==> src/rtl/uart_transceiver.sv <==
// uart_transceiver: full-duplex UART with integrated baud generation.
// Frame: start(0), DATA_BITS data bits LSB first, optional parity, STOP_BITS stop(1).
// Ports:
//   clk_i, rst_i               - system clock, synchronous active-high reset
//   txen_i, txstart_i, txin_i  - transmit enable, start request, data word
//   tx_o, txbusy_o, txdone_o   - serial out (idle high), busy flag, end-of-frame pulse
//   rx_i, rxen_i               - asynchronous serial in, receive enable
//   rxdata_o, rxvalid_o        - last received word, one-cycle new-word pulse
//   rxperr_o, rxferr_o         - parity / framing error for the current rxdata_o
module uart_transceiver #(
  parameter int CLOCK_RATE = 50000000,
  parameter int BAUD_RATE  = 9600,
  parameter int DATA_BITS  = 8,
  parameter int PARITY     = 0,
  parameter int STOP_BITS  = 1,
  parameter int OVERSAMPLE = 16
) (
  input  logic                 clk_i,
  input  logic                 rst_i,
  input  logic                 txen_i,
  input  logic                 txstart_i,
  input  logic [DATA_BITS-1:0] txin_i,
  output logic                 tx_o,
  output logic                 txbusy_o,
  output logic                 txdone_o,
  input  logic                 rx_i,
  input  logic                 rxen_i,
  output logic [DATA_BITS-1:0] rxdata_o,
  output logic                 rxvalid_o,
  output logic                 rxperr_o,
  output logic                 rxferr_o
);

  localparam int BIT_CYC  = CLOCK_RATE / BAUD_RATE;
  localparam int OS_CYC   = CLOCK_RATE / (BAUD_RATE * OVERSAMPLE);
  localparam int STOP_CYC = STOP_BITS * BIT_CYC;
  localparam int TCW      = (STOP_CYC > 1) ? $clog2(STOP_CYC) : 1;
  localparam int OCW      = (OS_CYC > 1) ? $clog2(OS_CYC) : 1;
  localparam int KW       = $clog2(OVERSAMPLE);
  localparam int IW       = $clog2(DATA_BITS);

  generate
    if (DATA_BITS < 5 || DATA_BITS > 9) begin : g_err_data
      $error("uart_transceiver: DATA_BITS must be 5..9");
    end
    if (PARITY < 0 || PARITY > 2) begin : g_err_par
      $error("uart_transceiver: PARITY must be 0, 1 or 2");
    end
    if (STOP_BITS < 1 || STOP_BITS > 2) begin : g_err_stop
      $error("uart_transceiver: STOP_BITS must be 1 or 2");
    end
    if (OVERSAMPLE < 8 || (OVERSAMPLE % 2) != 0) begin : g_err_os
      $error("uart_transceiver: OVERSAMPLE must be even and >= 8");
    end
    if (BIT_CYC < 1 || OS_CYC < 1) begin : g_err_rate
      $error("uart_transceiver: clock too slow for BAUD_RATE/OVERSAMPLE");
    end
  endgenerate

  // ---------------------------------------------------------------- TX
  typedef enum logic [2:0] {TX_IDLE, TX_START, TX_DATA, TX_PAR, TX_STOP} tx_state_t;

  tx_state_t            r_tx_state, w_tx_state_nx;
  logic [TCW-1:0]       r_tx_cnt, w_tx_cnt_nx;
  logic [IW-1:0]        r_tx_idx, w_tx_idx_nx;
  logic [DATA_BITS-1:0] r_tx_data;
  logic                 r_tx, r_tx_busy, r_tx_done;
  logic                 w_tx_accept, w_tx_bit_nx, w_tx_par, w_tx_bit_end;

  assign w_tx_par     = (PARITY == 1) ? ~^r_tx_data : ^r_tx_data;
  assign w_tx_bit_end = (r_tx_cnt == TCW'(BIT_CYC - 1));

  always_ff @(posedge clk_i) begin
    if (rst_i) r_tx_state <= TX_IDLE;
    else       r_tx_state <= w_tx_state_nx;
  end

  always_comb begin
    w_tx_state_nx = r_tx_state;
    w_tx_cnt_nx   = r_tx_cnt + 1'b1;
    w_tx_idx_nx   = r_tx_idx;
    w_tx_accept   = 1'b0;
    unique case (r_tx_state)
      TX_IDLE: begin
        w_tx_cnt_nx = '0;
        if (txen_i && txstart_i) begin
          w_tx_accept   = 1'b1;
          w_tx_idx_nx   = '0;
          w_tx_state_nx = TX_START;
        end
      end
      TX_START: if (w_tx_bit_end) begin
        w_tx_cnt_nx   = '0;
        w_tx_state_nx = TX_DATA;
      end
      TX_DATA: if (w_tx_bit_end) begin
        w_tx_cnt_nx = '0;
        if (r_tx_idx == IW'(DATA_BITS - 1)) begin
          w_tx_idx_nx   = '0;
          w_tx_state_nx = (PARITY != 0) ? TX_PAR : TX_STOP;
        end else begin
          w_tx_idx_nx = r_tx_idx + 1'b1;
        end
      end
      TX_PAR: if (w_tx_bit_end) begin
        w_tx_cnt_nx   = '0;
        w_tx_state_nx = TX_STOP;
      end
      TX_STOP: if (r_tx_cnt == TCW'(STOP_CYC - 1)) begin
        w_tx_cnt_nx   = '0;
        w_tx_state_nx = TX_IDLE;
      end
      default: w_tx_state_nx = TX_IDLE;
    endcase

    // Line level is derived from the next state so tx_o comes straight off a flop.
    w_tx_bit_nx = 1'b1;
    unique case (w_tx_state_nx)
      TX_START: w_tx_bit_nx = 1'b0;
      TX_DATA:  w_tx_bit_nx = r_tx_data[w_tx_idx_nx];
      TX_PAR:   w_tx_bit_nx = w_tx_par;
      default:  w_tx_bit_nx = 1'b1;
    endcase
  end

  always_ff @(posedge clk_i) begin
    if (rst_i) begin
      r_tx_cnt  <= '0;
      r_tx_idx  <= '0;
      r_tx_data <= '0;
      r_tx      <= 1'b1;
      r_tx_busy <= 1'b0;
      r_tx_done <= 1'b0;
    end else begin
      r_tx_cnt  <= w_tx_cnt_nx;
      r_tx_idx  <= w_tx_idx_nx;
      r_tx      <= w_tx_bit_nx;
      r_tx_busy <= (w_tx_state_nx != TX_IDLE);
      // Done flags the final cycle of the stop period, one cycle before busy drops.
      r_tx_done <= (w_tx_state_nx == TX_STOP) && (w_tx_cnt_nx == TCW'(STOP_CYC - 1));
      if (w_tx_accept) r_tx_data <= txin_i;
    end
  end

  assign tx_o     = r_tx;
  assign txbusy_o = r_tx_busy;
  assign txdone_o = r_tx_done;

  // ---------------------------------------------------------------- RX
  typedef enum logic [2:0] {RX_IDLE, RX_START, RX_DATA, RX_PAR, RX_STOP} rx_state_t;

  rx_state_t            r_rx_state, w_rx_state_nx;
  logic                 r_rx_s1, r_rx_s2, r_rx_prev, r_rx_armed, r_rx_par;
  logic [OCW-1:0]       r_os_cnt;
  logic [KW-1:0]        r_rx_tcnt, w_rx_tcnt_nx;
  logic [IW-1:0]        r_rx_idx, w_rx_idx_nx;
  logic [DATA_BITS-1:0] r_rx_shift, r_rxdata;
  logic                 r_rxvalid, r_rxperr, r_rxferr;
  logic                 w_os_tick, w_rx_fall, w_rx_bit_mid;
  logic                 w_rx_shift_en, w_rx_par_en, w_rx_done, w_rx_perr;

  assign w_os_tick    = (r_os_cnt == OCW'(OS_CYC - 1));
  assign w_rx_fall    = r_rx_prev & ~r_rx_s2;
  assign w_rx_bit_mid = w_os_tick && (r_rx_tcnt == KW'(OVERSAMPLE - 1));
  assign w_rx_perr    = (PARITY != 0) && ((^{r_rx_shift, r_rx_par}) ^ (PARITY == 1));

  always_ff @(posedge clk_i) begin
    if (rst_i) r_rx_state <= RX_IDLE;
    else       r_rx_state <= w_rx_state_nx;
  end

  always_comb begin
    w_rx_state_nx = r_rx_state;
    w_rx_tcnt_nx  = r_rx_tcnt;
    w_rx_idx_nx   = r_rx_idx;
    w_rx_shift_en = 1'b0;
    w_rx_par_en   = 1'b0;
    w_rx_done     = 1'b0;
    if (w_os_tick) w_rx_tcnt_nx = w_rx_bit_mid ? '0 : r_rx_tcnt + 1'b1;
    unique case (r_rx_state)
      RX_IDLE: begin
        w_rx_tcnt_nx = '0;
        if (rxen_i && r_rx_armed && w_rx_fall) w_rx_state_nx = RX_START;
      end
      // Half a bit after the edge: still low means a real start bit.
      RX_START: if (w_os_tick && r_rx_tcnt == KW'(OVERSAMPLE / 2 - 1)) begin
        w_rx_tcnt_nx  = '0;
        w_rx_idx_nx   = '0;
        w_rx_state_nx = r_rx_s2 ? RX_IDLE : RX_DATA;
      end
      RX_DATA: if (w_rx_bit_mid) begin
        w_rx_shift_en = 1'b1;
        if (r_rx_idx == IW'(DATA_BITS - 1)) begin
          w_rx_idx_nx   = '0;
          w_rx_state_nx = (PARITY != 0) ? RX_PAR : RX_STOP;
        end else begin
          w_rx_idx_nx = r_rx_idx + 1'b1;
        end
      end
      RX_PAR: if (w_rx_bit_mid) begin
        w_rx_par_en   = 1'b1;
        w_rx_state_nx = RX_STOP;
      end
      RX_STOP: if (w_rx_bit_mid) begin
        w_rx_done     = 1'b1;
        w_rx_state_nx = RX_IDLE;
      end
      default: w_rx_state_nx = RX_IDLE;
    endcase
  end

  always_ff @(posedge clk_i) begin
    if (rst_i) begin
      r_rx_s1    <= 1'b1;
      r_rx_s2    <= 1'b1;
      r_rx_prev  <= 1'b1;
      r_rx_armed <= 1'b1;
      r_os_cnt   <= '0;
      r_rx_tcnt  <= '0;
      r_rx_idx   <= '0;
      r_rx_shift <= '0;
      r_rx_par   <= 1'b0;
      r_rxdata   <= '0;
      r_rxvalid  <= 1'b0;
      r_rxperr   <= 1'b0;
      r_rxferr   <= 1'b0;
    end else begin
      r_rx_s1   <= rx_i;
      r_rx_s2   <= r_rx_s1;
      r_rx_prev <= r_rx_s2;
      r_os_cnt  <= w_os_tick ? '0 : r_os_cnt + 1'b1;
      r_rx_tcnt <= w_rx_tcnt_nx;
      r_rx_idx  <= w_rx_idx_nx;
      if (w_rx_shift_en) r_rx_shift <= {r_rx_s2, r_rx_shift[DATA_BITS-1:1]};
      if (w_rx_par_en)   r_rx_par   <= r_rx_s2;
      r_rxvalid <= w_rx_done;
      if (w_rx_done) begin
        r_rxdata <= r_rx_shift;
        r_rxperr <= w_rx_perr;
        r_rxferr <= ~r_rx_s2;
      end
      // A break (line held low through stop) must release high before re-arming.
      if (w_rx_done && !r_rx_s2)                  r_rx_armed <= 1'b0;
      else if (r_rx_state == RX_IDLE && r_rx_s2)  r_rx_armed <= 1'b1;
    end
  end

  assign rxdata_o  = r_rxdata;
  assign rxvalid_o = r_rxvalid;
  assign rxperr_o  = r_rxperr;
  assign rxferr_o  = r_rxferr;

endmodule
==> config.mk <==
export PLATFORM = sky130hd
export DESIGN_NAME = uart_transceiver
export DESIGN_NICKNAME = d
export VERILOG_FILES = /design/src/rtl/uart_transceiver.sv
export SDC_FILE = /design/constraint.sdc
export NUM_CORES = 1
export LEC_CHECK = 0
export CAP_MARGIN = 10
export CORE_ASPECT_RATIO = 0.7
export CORE_MARGIN = 2
export CORE_UTILIZATION = 61
export CTS_CLUSTER_SIZE = 40
export DETAILED_ROUTE_END_ITERATION = 16
export GPL_TIMING_DRIVEN = 0
export PLACE_DENSITY_LB_ADDON = 0.2
export SYNTH_ARGS = -nofsm -noshare
export SYNTH_HDL_FRONTEND = slang
export SYNTH_SLANG_ARGS = --single-unit
==> constraint.sdc <==
create_clock -name clk_i -period 6.6 [get_ports clk_i]
set_input_delay 1.32 -clock clk_i [delete_from_list [all_inputs] [get_ports clk_i]]
set_output_delay 1.32 -clock clk_i [all_outputs]
set_load 0.005 [all_outputs]
==> impl_metrics.py <==
metrics = {
    "yosys": {
        "yosysWarnings": 0,
        "async_reset_ff_frac": 0,
        "synth.area.top_cells": "dfxtp_1, mux2i_1, nor2_1",
        "synth_top_area_frac": 0.440,
        "syn_area_per_cell_sq_um": 9.13,
        "synth_flop_cell": "dfxtp_1",
        "seq_area_frac_synth": 0.440,
        "synthCells": 354,
        "synth-seq-cells": 71,
        "synth_cell_types": 57,
        "synth_area_sq_um": 3230,
        "synth_top_area_cell": "dfxtp_1",
        "synth_edf_count": 0,
        "synth_nets": 376,
    },
    "pwr": {
        "p_seq_frac": 0.495,
        "intPower_uw": 698,
        "p_clk_frac": 0.435,
        "total_power_uw": 899,
        "p_per_area_nw_per_um2": 236,
        "p_leak_nw": 1.51,
        "ir_drop_mv": 0.153,
        "power_frac_comb": 0.070,
        "power.switching_uw": 201,
        "switching_share": 0.223,
    },
    "cells_and_area": {
        "n_antenna_cell": 0,
        "fill_cells": 426,
        "final_cell_mix": "dfxtp_1, nor2_1, mux2i_1",
        "synthToLayoutAreaGrowth_pct": 17.7,
        "mostFrequentLayoutCell": "dfxtp_1",
        "nNetsFinal": 412,
        "final_util": 0.735,
        "drive_above_1_share": 0.0911,
    },
    "min_path": {
        "min-delay-start": "r_rx_s1",
        "hold_end": "r_rx_s2",
        "hold_depth": 1,
        "hold_class": "flop to flop",
    },
    "clock_network": {
        "clk_pin_slew_ps": 70,
        "cts_buffers": 9,
        "insertion_delay_ps": 350,
        "cts_tree": "yes",
        "h-tree-depth": 3,
        "cts_resized": 0,
        "clock-root-buffer": "clkbuf_8",
        "clock_path_buffers": 2,
        "clock_sinks": 71,
        "cts_setup_buffers": 0,
        "cts_hold_buffers": 0,
    },
    "sta": {
        "hold_viol": 0,
        "clock_skew_ps": 6.78,
        "fin_crit_ps": 3130,
        "worstMarginPinSlew_ps": 693,
        "period_share": 0.475,
        "max_slew_margin": 0.538,
        "setup_viol": 0,
        "final_max_slew_viol_count": 0,
        "finalWorstSetupSlack_ps": 3470,
        "rsz0062_at_grt": "no",
        "max_freq_ghz": 0.319,
        "fin_tns_setup_ps": 0,
    },
    "flow_run": {
        "cap_violations": 0,
    },
    "floorplanning": {
        "io_pins": 28,
        "die_x_um": 91,
        "core-area_sq_um": 5170,
        "dieHeight_um": 64.9,
        "initial_core_util": 0.625,
        "die_area_sq_um": 5910,
        "placementRows": 22,
    },
    "placement": {
        "place_ws_ps": 3160,
        "portBuffers": 25,
        "dp_hpwl_um": 4460,
        "finalWeightedCongestion": 0.852,
    },
    "critical_path": {
        "reg2reg_from": "r_tx_cnt[0]",
        "cp_data_arrival_time_ps": 3360,
        "crit_path_end_kind": "flop",
        "critPathLaunchType": "primary input",
        "worst_ep_required_time_ps": 6830,
        "r2r_end": "tx_o",
        "worst-setup-path-type": "primary input to flop",
        "r2r_cells": 8,
        "critPathMaxFanout": 6,
        "regToRegSetupSlack_ps": 4240,
    },
    "route": {
        "dr.pass1.iters": 5,
        "via_per_inst": 5.31,
        "drtIter0Drc": 104,
        "dr_total_vias": 2480,
        "drc_errors": 0,
        "wire_per_inst_um": 13.7,
        "wl_um": 6390,
        "ant_nets": 0,
    },
    "global_routing": {
        "grt_max_degree": 13,
        "track_usage": 0.237,
        "grt_pass1_wl_um": 11000,
        "grt.overflow.total": 0,
        "antenna_found_initial": 0,
        "grt_pass1_vias": 2378,
    },
    "status": {
        "outcome": "complete, no violations",
    },
}
==> power groups by stage <==
stage	clock network, mW	logic, mW	registers [mW]
2_1_floorplan	0	0.0433	0.453
3_3_place_gp	0	0.0603	0.455
3_5_place_dp	0	0.0623	0.455
4_1_cts	0.400	0.0629	0.445
5_1_grt	0.421	0.0684	0.447
6_report	0.391	0.0627	0.445
==> critical path, stage by stage <==
cell and delay (ps):
clkdlybuf4s50_1 480, a21oi_1 90, o31ai_1 540, nand2_1 230, a211oi_1 310, a311oi_1 90, o31a_1 310
==> kinds of logic (layout without fill, tap and decap cells) <==
group           Yosys count  in the layout  synth area share
compound gates           40             40            0.0825
xor+xnor                 26             26            0.0705
fa+ha+maj                 9              9            0.0345
buf+inv                  24             65            0.0329
flops                    71             71             0.440
mux                      27             27            0.0848
other cells               1              1           0.00116
simple gates            156            156             0.254
==> stage by stage <==
step | hold slack (ps) | cell area (sq um) | instances
after CTS | 436 | 3800 | 467
after detailed placement | 421 | 3570 | 451
after global routing | 457 | 3800 | 467
final | 432 | 3800 | 467
after global placement | 418 | 3570 | 451
after floorplan | 389 | 3230 | 354
==> how the worst max path moves through the flow <==
stage,to,from,slack [ps],depth (start not counted)
final,tx_o,txen_i,3470,7
after global routing,tx_o,txen_i,3290,7
after CTS,tx_o,txen_i,3490,7
after detailed placement,tx_o,txen_i,3160,7
after global placement,tx_o,txen_i,3140,7
after floorplan,tx_o,txen_i,3910,6
==> synth_stat cells, drive strengths merged (2+ instances only) <==
| master | number |
|---|---|
| and2 | 3 |
| a21o | 2 |
| buf | 4 |
| and3 | 7 |
| a311oi | 2 |
| a211oi | 3 |
| nand4 | 5 |
| nor3b | 3 |
| nor2 | 67 |
| clkbuf | 10 |
| nand3 | 17 |
| o21ai | 4 |
| nor4 | 2 |
| nand2b | 7 |
| a22oi | 2 |
| inv | 10 |
| a21oi | 16 |
| or2 | 6 |
| o31ai | 2 |
| nand2 | 21 |
| and4 | 3 |
| xor2 | 16 |
| a31oi | 4 |
| xnor2 | 10 |
| dfxtp | 71 |
| mux2i | 27 |
| ha | 8 |
| nor3 | 7 |
==> area by class of cell <==
type	instances	area, sq um	area share
multi-input combinational	259	1700	0.448
sequential	71	1420	0.374
timing repair buffer	25	250	0.0658
clock buffer	11	151	0.0398
tap	72	90.1	0.0237
clock inverter	5	80.1	0.0211
buffer	14	68.8	0.0181
inverter	10	37.5	0.00987
==> layer usage <==
layer	up-vias	GRT usage	routed length (um)
met5	-	0	0
met4	0	0.0871	77
met3	9	0.0872	318
met2	55	0.363	2820
met1	1133	0.307	3180
li1	1283	-	-
==> flip-flops by register name, indices dropped and copies added (netlist names), 3 cells and up <==
register	flops
r_rx_shift	8
r_tx_state	3
rxdata_o	8
r_rx_tcnt	4
r_rx_state	3
r_tx_cnt	13
r_rx_idx	3
r_tx_idx	3
r_os_cnt	9
r_tx_data	8
Note: power is estimated with default switching activity, not from simulation.
